$ cat src/rtl/regfile_sb.sv
// regfile_sb -- parametrised multi-read-port register file with a busy-bit
// scoreboard and a post-reset clearing sequencer.
//
// Optional feature macro: REGFILE_BYPASS_EN (same-cycle write-to-read
// forwarding on every read port). Undefined by default.
//
// Ports:
//   clk       clock, all state updates on posedge
//   rst       synchronous active-high reset (restarts the clear sequence)
//   ra        NRD packed read addresses, port i at [i*AW +: AW]
//   rd        NRD packed read data, port i at [i*XLEN +: XLEN]
//   rd_busy   per-port pending flag (register has an outstanding producer)
//   we/wa/wd  writeback write port
//   iss_en    issue strobe, marks iss_wa as pending
//   iss_wa    destination register of the issuing instruction
//   ready     high once the clear sequence is complete
//   dbg_regs  flattened architectural state, entry 0 always zero
module regfile_sb #(
  parameter int XLEN  = 32,
  parameter int NREGS = 32,
  parameter int NRD   = 2,
  localparam int AW   = $clog2(NREGS)
) (
  input  logic                  clk,
  input  logic                  rst,
  input  logic [NRD*AW-1:0]     ra,
  output logic [NRD*XLEN-1:0]   rd,
  output logic [NRD-1:0]        rd_busy,
  input  logic                  we,
  input  logic [AW-1:0]         wa,
  input  logic [XLEN-1:0]       wd,
  input  logic                  iss_en,
  input  logic [AW-1:0]         iss_wa,
  output logic                  ready,
  output logic [NREGS*XLEN-1:0] dbg_regs
);

  typedef enum logic {
    CLEAR,
    READY
  } state_t;

  localparam logic [AW-1:0] LAST = AW'(NREGS - 1);

  state_t          state_q, state_d;
  logic [AW-1:0]   cnt_q, cnt_d;
  logic [XLEN-1:0] rf [NREGS];
  logic [NREGS-1:0] busy;

  logic wr_ok;
  logic iss_ok;

  assign wr_ok  = (state_q == READY) && we && (wa != '0);
  assign iss_ok = (state_q == READY) && iss_en && (iss_wa != '0);

  // Sequencer state register.
  // NOTE: sequential state uses non-blocking (<=) so every flop samples the
  // pre-edge values; blocking here would create order-dependent simulation.
  always_ff @(posedge clk) begin
    if (rst) begin
      state_q <= CLEAR;
      cnt_q   <= '0;
    end else begin
      state_q <= state_d;
      cnt_q   <= cnt_d;
    end
  end

  // NOTE: every output of this block gets a default first so no path leaves
  // a variable unassigned, which would infer a latch.
  always_comb begin
    state_d = state_q;
    cnt_d   = cnt_q;
    ready   = 1'b0;
    case (state_q)
      CLEAR: begin
        cnt_d = cnt_q + AW'(1);
        if (cnt_q == LAST) state_d = READY;
      end
      READY: ready = 1'b1;
      default: state_d = CLEAR;
    endcase
  end

  // Storage. The sequencer zeroes one entry per cycle after reset.
  // NOTE: the array has no reset branch on purpose; clearing goes through the
  // single write port so it maps onto plain RAM/flops without a wide reset.
  always_ff @(posedge clk) begin
    if (!rst) begin
      if (state_q == CLEAR) begin
        rf[cnt_q] <= '0;
      end else if (wr_ok) begin
        rf[wa] <= wd;
      end
    end
  end

  // Scoreboard. Issue is applied after writeback so a new producer to the
  // same register in the same cycle leaves the bit set.
  always_ff @(posedge clk) begin
    if (!rst) begin
      if (state_q == CLEAR) begin
        busy[cnt_q] <= 1'b0;
      end else begin
        if (wr_ok)  busy[wa]     <= 1'b0;
        if (iss_ok) busy[iss_wa] <= 1'b1;
      end
    end
  end

  // Read ports: zero during CLEAR and for register 0.
  for (genvar p = 0; p < NRD; p++) begin : g_rd
    logic [AW-1:0]   a;
    logic [XLEN-1:0] data;
    logic            pend;

    assign a = ra[p*AW +: AW];

    always_comb begin
      data = '0;
      pend = 1'b0;
      if (state_q == READY && a != '0) begin
        data = rf[a];
        pend = busy[a];
`ifdef REGFILE_BYPASS_EN
        // Forward the in-flight writeback; a same-cycle issue only shows
        // up as busy from the next cycle.
        if (we && wa == a) begin
          data = wd;
          pend = 1'b0;
        end
`endif
      end
    end

    assign rd[p*XLEN +: XLEN] = data;
    assign rd_busy[p]         = pend;
  end

  // Debug view mirrors storage directly, no forwarding.
  for (genvar r = 0; r < NREGS; r++) begin : g_dbg
    if (r == 0) begin : g_zero
      assign dbg_regs[0 +: XLEN] = '0;
    end else begin : g_reg
      assign dbg_regs[r*XLEN +: XLEN] = rf[r];
    end
  end

endmodule
$ cat config.mk
export PLATFORM = sky130hd
export DESIGN_NAME = regfile_sb
export DESIGN_NICKNAME = d
export VERILOG_FILES = /design/src/rtl/regfile_sb.sv
export SDC_FILE = /design/constraint.sdc
export NUM_CORES = 1
export LEC_CHECK = 0
export CORE_AREA = 5 5 441 443
export CTS_CLUSTER_DIAMETER = 40
export DETAILED_ROUTE_END_ITERATION = 8
export DIE_AREA = 0 0 446 448
export SETUP_SLACK_MARGIN = 0.4
export SYNTH_ARGS = -nofsm -noshare
export SYNTH_HDL_FRONTEND = slang
export SYNTH_SLANG_ARGS = --single-unit
$ cat constraint.sdc
create_clock -name clk -period 3.9 [get_ports clk]
set_clock_uncertainty 0.15 [all_clocks]
set_input_delay 0.78 -clock clk [delete_from_list [all_inputs] [get_ports clk]]
set_output_delay 0.78 -clock clk [all_outputs]
set_load 0.03 [all_outputs]
### After elaboration in Yosys (flattened, before gate mapping)

Memories as Yosys holds them, arrays and structs flattened.
Index checks and enable logic that the tools add are counted.

| word-level totals | value |
|---|---|
| flip-flop bits (word level) | 38 |
| bits in latches | 0 |
| memory bits (writable) | 1024 |
| memory bits (read-only) | 0 |
| input bits | 56 |
| memories | 1 |

Memories:

| memory | words | width | rd ports | clocked after memory_dff | wr ports | line | text |
|---|---|---|---|---|---|---|---|
| rf | 32 | 32 | 33 | 0 | 1 | 47 | `logic [XLEN-1:0] rf [NREGS];` |

| cells by class | value |
|---|---|
| add/subtract/negate cells | 1 |
| multiply operators | 0 |
| divide/modulo/power cells | 0 |
| order comparisons | 8 |
| equality and inequality tests | 1 |
| shifts and indexed selects | 0 |
| muxes and demuxes | 32 |
| bitwise operators | 5 |
| reduce and logical (&&, ||, !) cells | 14 |

Operators with widths:

| operator | number |
|---|---|
| $mux W32 | 8 |
| $and A32 B32 Y32 | 2 |
| $not A32 Y32 | 2 |
| $or A32 B32 Y32 | 1 |
| $reduce_or A32 Y1 | 1 |
| $lt A5 B6 Y1 const B | 5 |
| $reduce_bool A5 Y1 | 4 |
| $mux W1 | 18 |
| $demux W1 S5 | 3 |
| $ge A5 B1 Y1 const B | 3 |
| $bmux W1 S5 | 2 |
| $logic_and A1 B1 Y1 | 9 |
| $add A5 B1 Y5 const B | 1 |
| $eq A5 B5 Y1 const B | 1 |
| $mux W5 | 1 |

### Logic depth before layout (Yosys ltp)

| logic depth | value |
|---|---|
| word-level depth | 12 |
| gate-level depth with buffers | 9 |
| gate-level depth less buffers | 6 |

### Least setup slack after synthesis

No wires, ideal clock.

| timing | value |
|---|---|
| kind | input port to flip-flop |
| from | in rst |
| to | mem rf[25][0] (enable) |
| library setup time | 0.421 ns |
| arrival time | 3.541 ns |
| required time | 3.329 ns |
| slack | -0.212 ns |
| cell stages on the path | 5 |
| path buffers | 0 |
| path through | inv_1 > a31oi_2 > a21oi_1 > o221ai_2 > nor2_1 |

| on the way | value |
|---|---|
| longest elaborated chain between the ends | 4 |

RTL lines:

| what | line | text |
|---|---|---|
| start: declaration | 25 | `input logic rst,` |
| $mux W1 | 89 | `if (!rst) begin` |
| $mux W1 (not written as such) | 93 | `rf[wa] <= wd;` |
| $reduce_or A32 Y1 (no source line) | - |  |
| $mux W5 (no source line) or $mux W1 (tied branches) | - |  |
| end: declaration | 47 |  |

Parallel ways exist; a longest one is shown, timed or not.

==> run_results.csv <==
group,metric,value,unit
outcome,status,"finished, violations left",
outcome,violations,"negative setup slack",
timing,whs,455,ps
pwr,irDropWorstVdd,0.378,mV
floorplanning,rows,160,
synth,ys.flop_type,"edfxtp_1",
routing,dr_wl_met2,136000,um
routing,vias_per_cell,5.75,
floorplanning,die_area,0.200,mm^2
setup_path,worstSetupPathType,"reg2out",
setup_path,crit_path_max_fanout,3,
routing,via_count,42900,
setup_path,crit_path_end,"rd[58]",
setup_path,endpoint_kind,"primary output",
final_layout,layout-drive-gt1-share,27.2,%
routing,first_pass_iters,8,
floorplanning,start_util,26.9,%
run,cap_violations,0,
timing,fin_ws,-209,ps
synth,ys_warn_count,0,
setup_path,crit_required,2970,ps
global_routing,grt_usage,30.3,%
routing,route.met3.wl,38700,um
setup_path,cp_slowest_cell,"nand4_1",
synth,synth-edff-count,1056,
synth,synth_largest_area_cell,"edfxtp_1",
floorplanning,dieHeight,448,um
clocking,clock_latency,820,ps
synth,synth_cells,3176,
synth,yosys.area.top_type_share,62.2,%
setup_path,critPathTopFamily,"simple AND/OR/NAND/NOR gates",
synth,ys_top_cells_by_count,"edfxtp_1 (1056), mux2i_1 (508), a22oi_1 (294), mux4_2 (260), nand3_1 (150)",
routing,ant_nets,0,
setup_path,r2r_slack,750,ps
global_routing,grt_antenna_before_repair,34,
timing,finalSetupViolCount,29,
pwr,power,31.1,mW
setup_path,crit_path_max_incr_delay,600,ps
timing,tns,-1760,ps
pwr,p_leak,26.3,nW
synth,ys_types,67,
routing,drc,0,
floorplanning,die_w,446,um
setup_path,regToRegStartpoint,"state_q$_SDFF_PP0_",
final_layout,stdcell_area,0.0784,mm^2
clocking,clock_tree.buffer_depth,3,
synth,synth-simple-area-share,5.53,%
setup_path,crit_cells,5,
final_layout,syn_to_final_growth,53.9,%
global_routing,grt_pass1_wl,404000,um
synth,synth_mux_area_share,21.5,%
clocking,clock-root-buffer,"clkbuf_16",
clocking,clkSinkCount,1062,
timing,hold_viol,0,
place,post-place-ws,-596,ps
timing,period_needed,4110,ps
setup_path,cp.arrival,3180,ps
routing,wl_met1,119000,um
routing,drt_iter0_drc,6162,
setup_path,startpoint_type,"flip-flop",
setup_path,rr_worst_depth,8,
timing,max_slew_margin,36.3,%
pwr,p_per_area,397,mW/mm^2
routing,topRoutingLayerUsed,"met5",
clocking,htreeDepth,4,
synth,ys_async_sr_fraction,0,%
clocking,tritoncts,"done",
final_layout,layout.nets,4831,
synth,synthAdderAreaFrac,0.123,%
synth,synth-compound-area-share,7.38,%
timing,tightest_slew,955,ps
place,place_congestion,1.01,
timing,slew_violations,0,
synth,synth_top_family_by_area,"multiplexers",
setup_path,cp-startpoint,"rf[14][26]$_DFFE_PP_",
place,port_buffers,1114,
setup_path,path_cells,"mux4_2 > nor2b_1 > a21oi_4 > nand4_1 > buf_12",
timing,fin_crit_sh,105,%
final_layout,seq_area,0.0318,mm^2
synth,synth_xor_area_share,0.0516,%
global_routing,grt_pass1_vias,40900,
routing,wire_per_inst,42.3,um
synth,synth_area_leaders,"edfxtp_1 (62%), mux4_2 (11%), mux2i_1 (10%), a22oi_1 (4.3%), nand3_1 (1.5%)",
timing,rsz0062_at_grt,"yes",
timing,max_freq,0.243,GHz
min_path,hp-class,"reg2reg",
synth,ys_ff_latch,1062,
place,place_area,0.0704,mm^2
final_layout,fillers,17100,
synth,synth_area_per_cell,16.0,um^2
floorplanning,io_pins,1147,
global_routing,grt-ovfl-total,0,
synth,ys_seq_area_share,62.5,%
synth,syn_area,0.0509,mm^2
routing,wirelength,315000,um
clocking,cts_buffers,187,
setup_path,r2r_end,"rf[9][13]$_DFFE_PP_",
clocking,cts_hold_buf,0,
synth,synth.most_common_cell,"edfxtp_1",
clocking,clkSlewWorstSetupHoldPaths,50,ps
setup_path,worst-path-buf-inv,1,
place,dp_hpwl,237000,um
floorplanning,core-area,0.190,mm^2
final_layout,multiInputGateArea,0.0187,mm^2
global_routing,grt_max_degree,34,
[power breakdown]
part / internal (mW) / switching [mW] / total (mW)
clock network: 10.0 / 6.37 / 16.4
logic: 0.870 / 1.22 / 2.09
registers: 12.5 / 0.118 / 12.7
[placed cells by master, fill, tap and decap left out, types with 11 or more instances in the layout]
cell type and n:
buf_4 305, clkbuf_1 14, mux2i_1 508, clkinv_4 15, nand3_1 142, conb_1 32, bufinv_16 15, edfxtp_1 1056
nand4_1 70, a31oi_1 11, clkbuf_16 190, a32oi_1 27, o21ai_0 24, a211oi_1 34, clkinv_1 26, and2_1 36
inv_6 23, clkinvlp_4 16, clkdlybuf4s50_1 1039, a21oi_1 70, buf_12 228, clkinv_2 25, a22oi_2 46, nor2_4 44
diode_2 19, a22oi_1 248, buf_6 65, inv_8 11, mux4_2 260, a21oi_4 13, nor2_1 28, nor2b_1 80
nand2_1 50
[cells by family after synthesis]
family,count (synthesis)
multiplexers,768
adder cells (fa/ha/maj),5
flip-flops,1062
XOR/XNOR,3
buffers and inverters,290
AND/OR/NAND/NOR,517
other,1
AO/OA/AOI/OAI,530
[sequential cells by signal (all words and copies together) (netlist names)]
signal,cells
state_q,1
rf,1024
busy,32
cnt_q,5
[layout make-up]
class | count | share of cell area (%)
tap | 2511 | 4.01
timing repair buffer | 1656 | 23.5
clock buffer | 204 | 6.13
clock inverter | 139 | 1.83
multi-input combinational | 1855 | 23.8
antenna | 19 | 0.0607
sequential | 1062 | 40.6
inverter | 8 | 0.0415
[worst reg2reg max path, cell delays in order, from the launching register on]
cell      delay [ps]
dfxtp_4          400
buf_4            370
nand3b_1         380
mux2i_1          450
inv_1            140
a211o_1          290
buf_12           170
nor2_4           160
buf_4            290
[timing repair]
action / in CTS / in global routing
setup buffers: 49 / 18
gates resized for setup: 177 / 39
endpoints found under the setup margin: 66 / 66
pin swaps: 75 / 42
cloned: 6 / 0
[how the worst min path moves through the flow]
stage                                  to                   from  depth (start not counted)
finish                 busy[13]$_DFFE_PN_     busy[13]$_DFFE_PN_                          1
CTS                 cnt_q[0]$_SDFFE_PP0N_  cnt_q[0]$_SDFFE_PP0N_                          2
detailed placement     busy[13]$_DFFE_PN_     busy[13]$_DFFE_PN_                          1
global route            busy[9]$_DFFE_PN_      busy[9]$_DFFE_PN_                          1
global placement    cnt_q[0]$_SDFFE_PP0N_  cnt_q[0]$_SDFFE_PP0N_                          2
floorplan              busy[13]$_DFFE_PN_     busy[13]$_DFFE_PN_                          1
[metal layers]
| metal | global-route usage, % | vias to the layer above |
|---|---|---|
| li1 | - | 16400 |
| met2 | 44.6 | 3432 |
| met1 | 38.5 | 22400 |
| met4 | 16.9 | 12 |
| met3 | 11.1 | 680 |
| met5 | 0.746 | - |
[stage by stage]
step                      utilization (%)  cells
after floorplan                         -   3207
after global placement               37.1   7019
after detailed placement             37.1   7019
after CTS                            41.1   7417
after global routing                 41.3   7443
final                                41.3   7454
Power figures use the tool's default switching activity.
